`src/rtl/uart_frame_serializer.sv`:
```
// Frame-to-character sender for UART_TX: emits a FRAME_WIDTH word MSB byte first as start/ready handshakes.
// Define UART_FRAME_CHECKSUM_EN to append one XOR checksum character after the frame bytes.
module uart_frame_serializer #(
    parameter int DATA_SIZE   = 8,
    parameter int FRAME_WIDTH = 72
) (
    input  logic                   clk,
    input  logic                   rst,
    input  logic                   frame_valid,
    input  logic [FRAME_WIDTH-1:0] frame_data,
    output logic                   frame_ready,
    output logic                   byte_start,
    output logic [DATA_SIZE-1:0]   byte_data,
    input  logic                   byte_ready,
    output logic                   busy,
    output logic                   frame_done
);
    localparam int BYTE_COUNT = FRAME_WIDTH / DATA_SIZE;
    localparam int CW         = $clog2(BYTE_COUNT + 1);
`ifdef UART_FRAME_CHECKSUM_EN
    localparam int LAST_CHAR  = BYTE_COUNT;
`else
    localparam int LAST_CHAR  = BYTE_COUNT - 1;
`endif
    localparam logic [CW-1:0] LAST_CNT = CW'(LAST_CHAR);

    typedef enum logic [2:0] {IDLE, SEND, WBUSY, WIDLE, DONE} state_t;

    state_t                 state_reg, state_next;
    logic [FRAME_WIDTH-1:0] shreg_reg;
    logic [CW-1:0]          count_reg;
    logic [DATA_SIZE-1:0]   byte_data_reg;
    logic                   byte_start_reg, frame_ready_reg, busy_reg, frame_done_reg;
    logic                   load, fire, advance;
    logic [DATA_SIZE-1:0]   next_byte;

`ifdef UART_FRAME_CHECKSUM_EN
    logic [DATA_SIZE-1:0]   csum_reg;

    // The character after the last frame byte is the running XOR instead of shifted data.
    assign next_byte = (count_reg == CW'(BYTE_COUNT - 1)) ? csum_reg
                                                           : shreg_reg[FRAME_WIDTH-DATA_SIZE-1 -: DATA_SIZE];

    always_ff @(posedge clk or negedge rst) begin
        if (!rst) begin
            csum_reg <= '0;
        end else if (load) begin
            csum_reg <= '0;
        end else if (fire) begin
            csum_reg <= csum_reg ^ byte_data_reg;
        end
    end
`else
    assign next_byte = shreg_reg[FRAME_WIDTH-DATA_SIZE-1 -: DATA_SIZE];
`endif

    always_comb begin
        state_next = state_reg;
        load       = 1'b0;
        fire       = 1'b0;
        advance    = 1'b0;
        case (state_reg)
            IDLE: begin
                if (frame_valid) begin
                    load       = 1'b1;
                    state_next = SEND;
                end
            end
            SEND: begin
                if (byte_ready) begin
                    fire       = 1'b1;
                    state_next = WBUSY;
                end
            end
            WBUSY: begin
                if (!byte_ready) state_next = WIDLE;
            end
            WIDLE: begin
                if (byte_ready) begin
                    if (count_reg == LAST_CNT) begin
                        state_next = DONE;
                    end else begin
                        advance    = 1'b1;
                        state_next = SEND;
                    end
                end
            end
            DONE:    state_next = IDLE;
            default: state_next = IDLE;
        endcase
    end

    // Outputs are registered from the next state so they line up with state_reg.
    always_ff @(posedge clk or negedge rst) begin
        if (!rst) begin
            state_reg       <= IDLE;
            shreg_reg       <= '0;
            count_reg       <= '0;
            byte_data_reg   <= '0;
            byte_start_reg  <= 1'b0;
            frame_ready_reg <= 1'b1;
            busy_reg        <= 1'b0;
            frame_done_reg  <= 1'b0;
        end else begin
            state_reg       <= state_next;
            byte_start_reg  <= fire;
            frame_ready_reg <= (state_next == IDLE);
            busy_reg        <= (state_next != IDLE);
            frame_done_reg  <= (state_next == DONE);
            if (load) begin
                shreg_reg     <= frame_data;
                count_reg     <= '0;
                byte_data_reg <= frame_data[FRAME_WIDTH-1 -: DATA_SIZE];
            end else if (advance) begin
                shreg_reg     <= shreg_reg << DATA_SIZE;
                count_reg     <= count_reg + 1'b1;
                byte_data_reg <= next_byte;
            end
        end
    end

    assign frame_ready = frame_ready_reg;
    assign byte_start  = byte_start_reg;
    assign byte_data   = byte_data_reg;
    assign busy        = busy_reg;
    assign frame_done  = frame_done_reg;
endmodule
```
`config.mk`:
```
export PLATFORM = sky130hd
export DESIGN_NAME = uart_frame_serializer
export DESIGN_NICKNAME = d
export VERILOG_FILES = /design/src/rtl/uart_frame_serializer.sv
export SDC_FILE = /design/constraint.sdc
export NUM_CORES = 1
export LEC_CHECK = 0
export ABC_AREA = 1
export CORE_UTILIZATION = 53
export CTS_BUF_LIST = sky130_fd_sc_hd__clkbuf_2 sky130_fd_sc_hd__clkbuf_4 sky130_fd_sc_hd__clkbuf_8
export CTS_CLUSTER_SIZE = 16
export DETAILED_ROUTE_END_ITERATION = 6
export GPL_TIMING_DRIVEN = 0
export PLACE_DENSITY_LB_ADDON = 0.2
export SYNTH_ARGS = -nofsm -noshare
export SYNTH_HDL_FRONTEND = slang
export SYNTH_SLANG_ARGS = --single-unit
export TNS_END_PERCENT = 20
```
`constraint.sdc`:
```
create_clock -name clk -period 1.6 [get_ports clk]
set_input_delay 0.24 -clock clk [delete_from_list [all_inputs] [get_ports clk]]
set_output_delay 0.24 -clock clk [all_outputs]
set_load 0.02 [all_outputs]
```
* Yosys cells after proc, flatten, opt, wreduce, memory -nomap -nowiden
Index checks and enable logic that the tools add are counted.
** Cells by class
- $add $sub $neg :: 1
- Multiply operators :: 0
- Divide/modulo/power cells :: 0
- $lt $le $gt $ge :: 0
- Eq/ne operators :: 5
- Shift operators :: 0
- Mux-type cells :: 19
- Bitwise gates (word level) :: 0
- Reductions and logical operators :: 4
** Operator list (number)
- 2-to-1 mux 64 bit :: 2
- 2-to-1 mux 8 bit :: 2
- 2-to-1 mux 3 bit :: 5
- one-hot mux 3 bit (4 select lines) :: 1
- 2-to-1 mux 4 bit :: 2
- 2-to-1 mux 1 bit :: 7
- == test 3 x 2 -> 1 bit (second input constant) :: 2
- logical NOT 3 bit :: 2
- adder 4 x 1 -> 4 bit (second input constant) :: 1
- == test 4 bit (second input constant) :: 1
- == test 3 x 1 -> 1 bit (second input constant) :: 1
- == test 3 bit (second input constant) :: 1
- nonzero test 3 bit :: 1
- nonzero test 2 bit :: 1
** Word-level totals
- Flip-flop bits (word level) :: 83
- Bits in latches :: 0
- Memory bits (writable) :: 0
- Bits in read-only memories :: 0
- Input port bits :: 76
- Output and inout bits :: 12
- Memories kept :: 0

* Depth between registers and ports, before layout
Gate-level depths: netlist of run 1.
- Depth after elaboration :: 6
- Gate-level depth with buffers :: 8

* Worst setup path before layout of run 1
Ideal clock, no wire load.
- Path type :: flip-flop to flip-flop
- Start :: register count_reg[0]
- End :: register count_reg[2]
- Setup time :: 0.117 ns
- Data arrival time :: 1.307 ns
- Required time :: 1.483 ns
- Setup slack :: 0.175 ns
- Stages on the path, launching flop included :: 9
- Clock period less this slack :: 1.425 ns
- Cell sequence :: dfrtp_1 > inv_1 > ha_1 > nand3_1 > nand3_2 > buf_2 > buf_6 > nand3_1 > nand2_1
** Between the ends
- Longest elaborated chain between the ends :: 5
- Elaborated cells on any way between the ends :: 8
** RTL lines
- from (decl) :: RTL line 31 : logic [CW-1:0] count_reg;
- from (signal assigned) :: RTL line 116 : count_reg <= count_reg + 1'b1;
- == test 4 bit :: RTL line 80 : if (count_reg == LAST_CNT) begin
- 2-to-1 mux 1 bit :: RTL line 80
- 2-to-1 mux 1 bit :: RTL line 79 : if (byte_ready) begin
- 2-to-1 mux 1 bit :: RTL line 62 : case (state_reg)
- nonzero test 2 bit (no line)
Parallel ways exist; a longest one is shown, timed or not. The select of a mux whose other input is x is not followed.
A chain may end at the register's enable or synchronous reset.

* Worst setup path after layout of run 1
- Start :: register busy_reg (netlist: busy)
- End :: output busy
** RTL lines
- from (decl) :: RTL line 33 : logic byte_start_reg, frame_ready_reg, busy_reg, frame_done_reg;
- from (signal assigned) :: RTL line 108 : busy_reg <= (state_next != IDLE);
- to (decl) :: RTL line 15 : output logic busy,
No word-level cell between the ends.

==> summary.txt, run 1 <==
Run status
  • Status: completed

Critical path
  • R2R Setup Slk: 0.09 ns
  • Worst-path cell chain: clkdlybuf4s50_1
  • WP data required: about 1.4 ns
  • Buf/Inv on CP: 1
  • Setup crit start kind: flip-flop
  • CP peak stage delay: around 0.6 ns
  • Slowest cell on the critical path: clkdlybuf4s50_1
  • CP arrival: 1.32 ns
  • Crit path max fanout: 1
  • Top delay family on crit path: buffers and inverters
  • CP Capture Type: primary output
  • Worst setup path class: reg2out

Yosys
  • #FFs+latches synth: 83
  • Mapped Cells: 594
  • Mapped Area: approximately 4300 sq um
  • Syn Area/Cell: 7.27 sq um
  • Unique cell type count in the Yosys netlist: 21
  • Post-Synthesis Net Count: 672
  • Synth warn: 0
  • Share of the yosys chip area belonging to registers: 48.1%

GRT
  • Total global-route track usage: between 20% and 30%
  • Largest net degree at the start of global routing: 44
  • Global route overflow: 0
  • Vias in the first global route: 4,090
  • Global-route wire length before repair: 18,400 um
  • Initial antenna violation count: 0

Place
  • Port bufs: 87
  • Placed cells: 784
  • Routability cong.: 0.889
  • Placed standard-cell area: 5340 sq um
  • Detailed placer's ending HPWL: 8000 um

Power
  • Switch share: a little over two fifths
  • Int Pwr: 5.04 mW
  • VDD IR max: around 0.76 mV
  • Flop pwr share: 37.9%
  • Clock power frac: between 10% and 20%
  • Pwr dens: between 1500 and 2000 nW/um^2
  • P_leak: 3.01 nW
  • Combinational Power Share: 46.5%
  • Net Switching: 3.62 mW

Timing
  • Setup TNS: 0 ns
  • Fmax: 0.639 GHz
  • Final Hold Fails: 0
  • Final setup viols: 0
  • Pins Over Slew Limit: 0
  • Fin crit share: a little over nine tenths
  • Worst Skew: 0.00881 ns
  • RSZ-0062 raised after global routing: no
  • Tmin final: 1.56 ns
  • Worst slew pin tran: ~0.56 ns
  • Slew HR: 62.9%

Die
  • Initial core utilization: 55.3%
  • Full die area: 8520 sq um
  • Row count: 32
  • Die W: roughly 92 um
  • I/O pin count: 88
  • Core ar.: slightly below 8000 sq um
  • Die Ht: 92.3 um

Clock tree
  • Clock root cell: clkbuf_8
  • Worst-path clk slew: approximately 0.08 ns
  • Number of CTS-inserted buffers: 9
  • H-tree Lvls: 3
  • CTS tree: done
  • Worst-Skew Late Latency: 0.35 ns
  • Total clock sinks: just over 80
  • Clock Tree Buf Depth: 2

Route
  • DR vias: about 4.3k
  • Vias/cell: between 5 and 6
  • ANT nets after route: 0
  • Initial drt markers: roughly 260
  • Drt first pass iters: 5
  • Final wirelength: about 11,000 um
  • DRC viols: 0
  • WL/cell: 13.9 um

Job
  • Maxcap violations: 0

Finish
  • Fin nets: 773
  • Antenna fix cells: 0
  • Area Overhead vs Synth: 28.9%
  • Most common cell after layout, fill and taps aside: nand2_1
  • Max reg flops: 64
  • Post-route design area: approximately 5600 sq um
  • Finished Layout Cells: 800
  • Layout cells sized above 1: 9.60%
  • Commonest non-fill, non-tap cells in the layout: nand2_1, nand3_1, clkdlybuf4s50_1

Min path
  • Hold Path Class: in2async
==> per-layer routing <==
metal  vias up  share of wire, %  GRT usage, %
met5         -                 0             0
met4         0               1.7          10.7
met3        16               5.9          3.23
met2       167                50          46.7
met1      2026                42          35.7
li1       2096                 -             -
==> through the flow <==
step | hold WS, ns | power (mW) | setup slack [ns] | utilization [%]
floorplan | -0.0556 | 5.98 | 0.175 | -
global placement | 0.489 | 7.08 | -2.63 | 68.1
detailed placement | 0.261 | 7.23 | -0.265 | 68.3
CTS | 0.422 | 8.61 | 0.0119 | 71.0
global route | 0.460 | 9.33 | 0.00309 | 71.3
finish | 0.411 | 8.66 | 0.0354 | 71.3
==> logic make-up (layout without fill, tap and decap cells) <==
| family | after synthesis | count (layout) | synth area share [%] |
|---|---|---|---|
| simple gates | 451 | 451 | 44.1 |
| flops | 83 | 83 | 48.1 |
| buf+inv | 55 | 159 | 6.75 |
| fa+ha+maj | 2 | 2 | 0.579 |
| compound gates | 2 | 2 | 0.231 |
| xor+xnor | 1 | 1 | 0.203 |
==> synthesized netlist by cell type <==
| master | count | area (sq um) |
|---|---|---|
| nand2_4 | 1 | 11.3 |
| dfrtp_1 | 82 | 2050 |
| buf_2 | 20 | 100 |
| nor2_1 | 8 | 30.0 |
| inv_2 | 4 | 15.0 |
| ha_1 | 2 | 25.0 |
| nor2_2 | 3 | 18.8 |
| a21oi_1 | 1 | 5.00 |
| o21ai_0 | 1 | 5.00 |
| buf_6 | 4 | 45.0 |
| xor2_1 | 1 | 8.76 |
| nand2_2 | 1 | 6.26 |
| nand3_1 | 148 | 741 |
| buf_1 | 1 | 3.75 |
| inv_1 | 8 | 30.0 |
| nand4_1 | 2 | 12.5 |
| dfstp_2 | 1 | 26.3 |
| nand2_1 | 287 | 1080 |
| clkbuf_1 | 10 | 37.5 |
| nand3_2 | 1 | 10.0 |
| buf_4 | 8 | 60.1 |
==> what timing repair did <==
item	CTS	global route
hold buffers	1	0
gates resized for setup	8	14
endpoints found under the hold margin	41	0
buffers inserted	1	0
setup endpoints to repair	73	70
==> power by group through the flow <==
stage	sequential [mW]	combinational (mW)	clock, mW
after floorplan	3.32	2.66	0
after global placement	3.28	3.79	0
after detailed placement	3.32	3.91	0
after CTS	3.26	3.99	1.36
after global routing	3.36	4.53	1.44
final	3.28	4.03	1.36
==> final timing paths <==
| kind | from | end | cells past startpoint |
|---|---|---|---|
| setup / recovery | busy | busy | 1 |
| hold / removal | rst | byte_data[0] | 2 |
| setup reg to reg | count_reg[1] | shreg_reg[14] | 8 |
| hold reg to reg | shreg_reg[7] | shreg_reg[7] | 2 |
| max in group asynchronous | rst | shreg_reg[2] | 3 |
| min in group clk | frame_data[6] | shreg_reg[6] | 3 |
==> layout make-up <==
| class | instances | area [sq um] |
|---|---|---|
| fill | 664 | 2240 |
| sequential | 83 | 2080 |
| multi-input combinational | 456 | 1970 |
| timing repair buffer | 90 | 905 |
| buffer | 43 | 273 |
| clock buffer | 11 | 151 |
| tap | 102 | 128 |
| inverter | 12 | 45.0 |
| clock inverter | 3 | 15.0 |
Note: power is estimated with default switching activity, not from simulation.
==> inputs of run 2 (changes only) <==
--- a/config.mk
+++ b/config.mk
@@ -12,6 +12,7 @@
 export DETAILED_ROUTE_END_ITERATION = 6
 export GPL_TIMING_DRIVEN = 0
 export PLACE_DENSITY_LB_ADDON = 0.2
+export RECOVER_POWER = 100
 export SYNTH_ARGS = -nofsm -noshare
 export SYNTH_HDL_FRONTEND = slang
 export SYNTH_SLANG_ARGS = --single-unit
==> constraint.sdc (replaced) <==
create_clock -name clk -period 1.6 [get_ports clk]
set_input_delay 0.4 -clock clk [delete_from_list [all_inputs] [get_ports clk]]
set_output_delay 0.4 -clock clk [all_outputs]
set_load 0.02 [all_outputs]
==> run 2 against run 1 <==
Against the previous run:
- die area stayed put
- sequential share of layout area rose by 0.24 points
- clock skew about the same
- global-route usage about the same
- sequential power barely moved
- utilization down 0.46 points
- critical path type unchanged
- critical endpoint is now frame_ready
==> summary.txt, run 2 (synthesis results as in run 1) <==
Run status
  • Status: completed

Critical path
  • WP data required: 1.20 ns (-0.16 ns)
  • Worst-path cell chain: clkdlybuf4s15_1
  • Top delay family on crit path: flip-flops
  • CP peak stage delay: 0.54 ns (-0.06 ns)
  • Buf/Inv on CP: 1 (unchanged)
  • Worst setup path class: reg2out
  • Slowest cell on the critical path: dfstp_2
  • Setup crit start kind: flip-flop
  • Crit path max fanout: 1 (unchanged)
  • CP arrival: 1.18 ns (-0.14 ns)
  • CP Capture Type: primary output

Timing
  • Fmax: 0.631 GHz (-1.2%)
  • Tmin final: 1.58 ns (+0.0198 ns)
  • Fin crit share: 99.0% (+1.2 points)
  • Slew HR: 29.6% (-33 points)
  • Worst slew pin tran: 1.06 ns (+0.498 ns)
  • Worst Skew: 0.00865 ns (-0.000158 ns)
  • Pins Over Slew Limit: 0 (unchanged)
  • RSZ-0062 raised after global routing: yes
  • Final Hold Fails: 0 (unchanged)
  • Final worst slack: 0.0156 ns (-0.0198 ns)
  • Worst hold slack: 0.220 ns (-0.191 ns)
  • Final setup viols: 0 (unchanged)

Die
  • Die W: 92.3 um (unchanged)
  • Full die area: 8520 sq um (unchanged)
  • I/O pin count: 88 (unchanged)
  • Initial core utilization: 55.3% (unchanged)
  • Die Ht: 92.3 um (unchanged)
  • Core ar.: 7810 sq um (unchanged)
  • Row count: 32 (unchanged)

Clock tree
  • Total clock sinks: 83 (unchanged)
  • Number of CTS-inserted buffers: 9 (unchanged)
  • CTS tree: done
  • Clock root cell: clkbuf_8
  • CTS Hold Bufs: 0 (-1)
  • Worst-Skew Late Latency: 0.35 ns (about the same)
  • Clock Tree Buf Depth: 2 (unchanged)
  • H-tree Lvls: 3 (unchanged)
  • Worst-path clk slew: 0.08 ns (about the same)

GRT
  • Total global-route track usage: 27.4% (about the same)
  • Initial antenna violation count: 0 (unchanged)
  • Global route overflow: 0 (unchanged)
  • Largest net degree at the start of global routing: 44 (unchanged)
  • Global-route wire length before repair: 18,400 um (about the same)
  • Vias in the first global route: 4,089 (-0.024%)

Finish
  • Max reg flops: 64 (unchanged)
  • Area Overhead vs Synth: 28.0%
  • Antenna fix cells: 0 (unchanged)
  • Core Util, Final: 70.8% (-0.46 points)
  • Fin nets: 772 (-0.13%)
  • Commonest non-fill, non-tap cells in the layout: nand2_1, nand3_1, dfrtp_1
  • Layout cells sized above 1: 9.90% (+0.30 points)
  • Most common cell after layout, fill and taps aside: nand2_1

Route
  • Initial drt markers: 297 (+13%)
  • ANT nets after route: 0 (unchanged)
  • Vias/cell: 5.37 (-0.18%)
  • DR vias: 4,292 (-0.30%)
  • Final wirelength: 11,100 um (about the same)
  • DRC viols: 0 (unchanged)
  • Drt first pass iters: 5 (unchanged)
  • WL/cell: 13.9 um (about the same)

Power
  • VDD IR max: 0.761 mV (about the same)
  • P_leak: 3.04 nW (+0.94%)
  • Pwr dens: 1550 nW/um^2 (-0.23%)

Place
  • Detailed placer's ending HPWL: 8000 um (unchanged)
  • Dpl ws: -0.425 ns (-0.160 ns)
  • Port bufs: 87 (unchanged)
  • Routability cong.: 0.889 (unchanged)

Job
  • Maxcap violations: 0 (unchanged)

Min path
  • Hold Path Class: in2async
run 2: where the power goes:
part | internal [mW] | switching [mW]
Clock | 0.625 | 0.735
Combinational | 1.50 | 2.46
Sequential | 2.84 | 0.424
run 2: final timing paths:
path	start	to	slack (ns)	cells after the start
worst max-delay path	frame_ready	frame_ready	0.02	1
worst min-delay path	rst	byte_data[0]	0.22	1
worst max register to register	state_reg[0]	shreg_reg[21]	0.05	7
worst min register to register	shreg_reg[7]	shreg_reg[7]	0.50	2
max in group asynchronous	rst	shreg_reg[2]	0.26	2
min in group clk	shreg_reg[7]	shreg_reg[7]	0.50	2
run 2: timing repair:
item / 4_1_cts / 5_1_grt
gates cloned: 0 / 0
endpoints found under the hold margin: 0 / 0
setup endpoints to repair: 84 / 72
gates resized for setup: 21 / 18
setup buffers: 1 / 0
run 2: per-layer routing:
metal  vias up  global-route usage, %  wire length [um]  share of wire [%]
met5         -                      0                 0                  0
met4         0                   10.7               204                1.8
met3        16                   3.23               564                5.1
met2       153                   46.8              5570                 50
met1      2030                   35.7              4790                 43
li1       2093                      -                 -                  -
run 2: layout make-up:
| class | count | area, sq um |
|---|---|---|
| fillers | 662 | 2280 |
| flip-flops and latches | 83 | 2080 |
| multi-input cells | 456 | 1970 |
| repair buffers | 89 | 867 |
| plain buffers | 43 | 279 |
| clock buffers | 11 | 151 |
| well taps | 102 | 128 |
| inverters | 12 | 45.0 |
| clock inverters | 3 | 15.0 |
run 2: per-stage QoR:
stage	TNS (ns)	std cells	instance area (sq um)	total power, mW
floorplan	0	594	4320	5.98
global placement	-253.97	783	5320	7.08
CTS	0	799	5520	8.55
global route	-1.53	799	5530	9.25
detailed placement	-25.68	784	5340	7.23
finish	0	799	5530	8.59
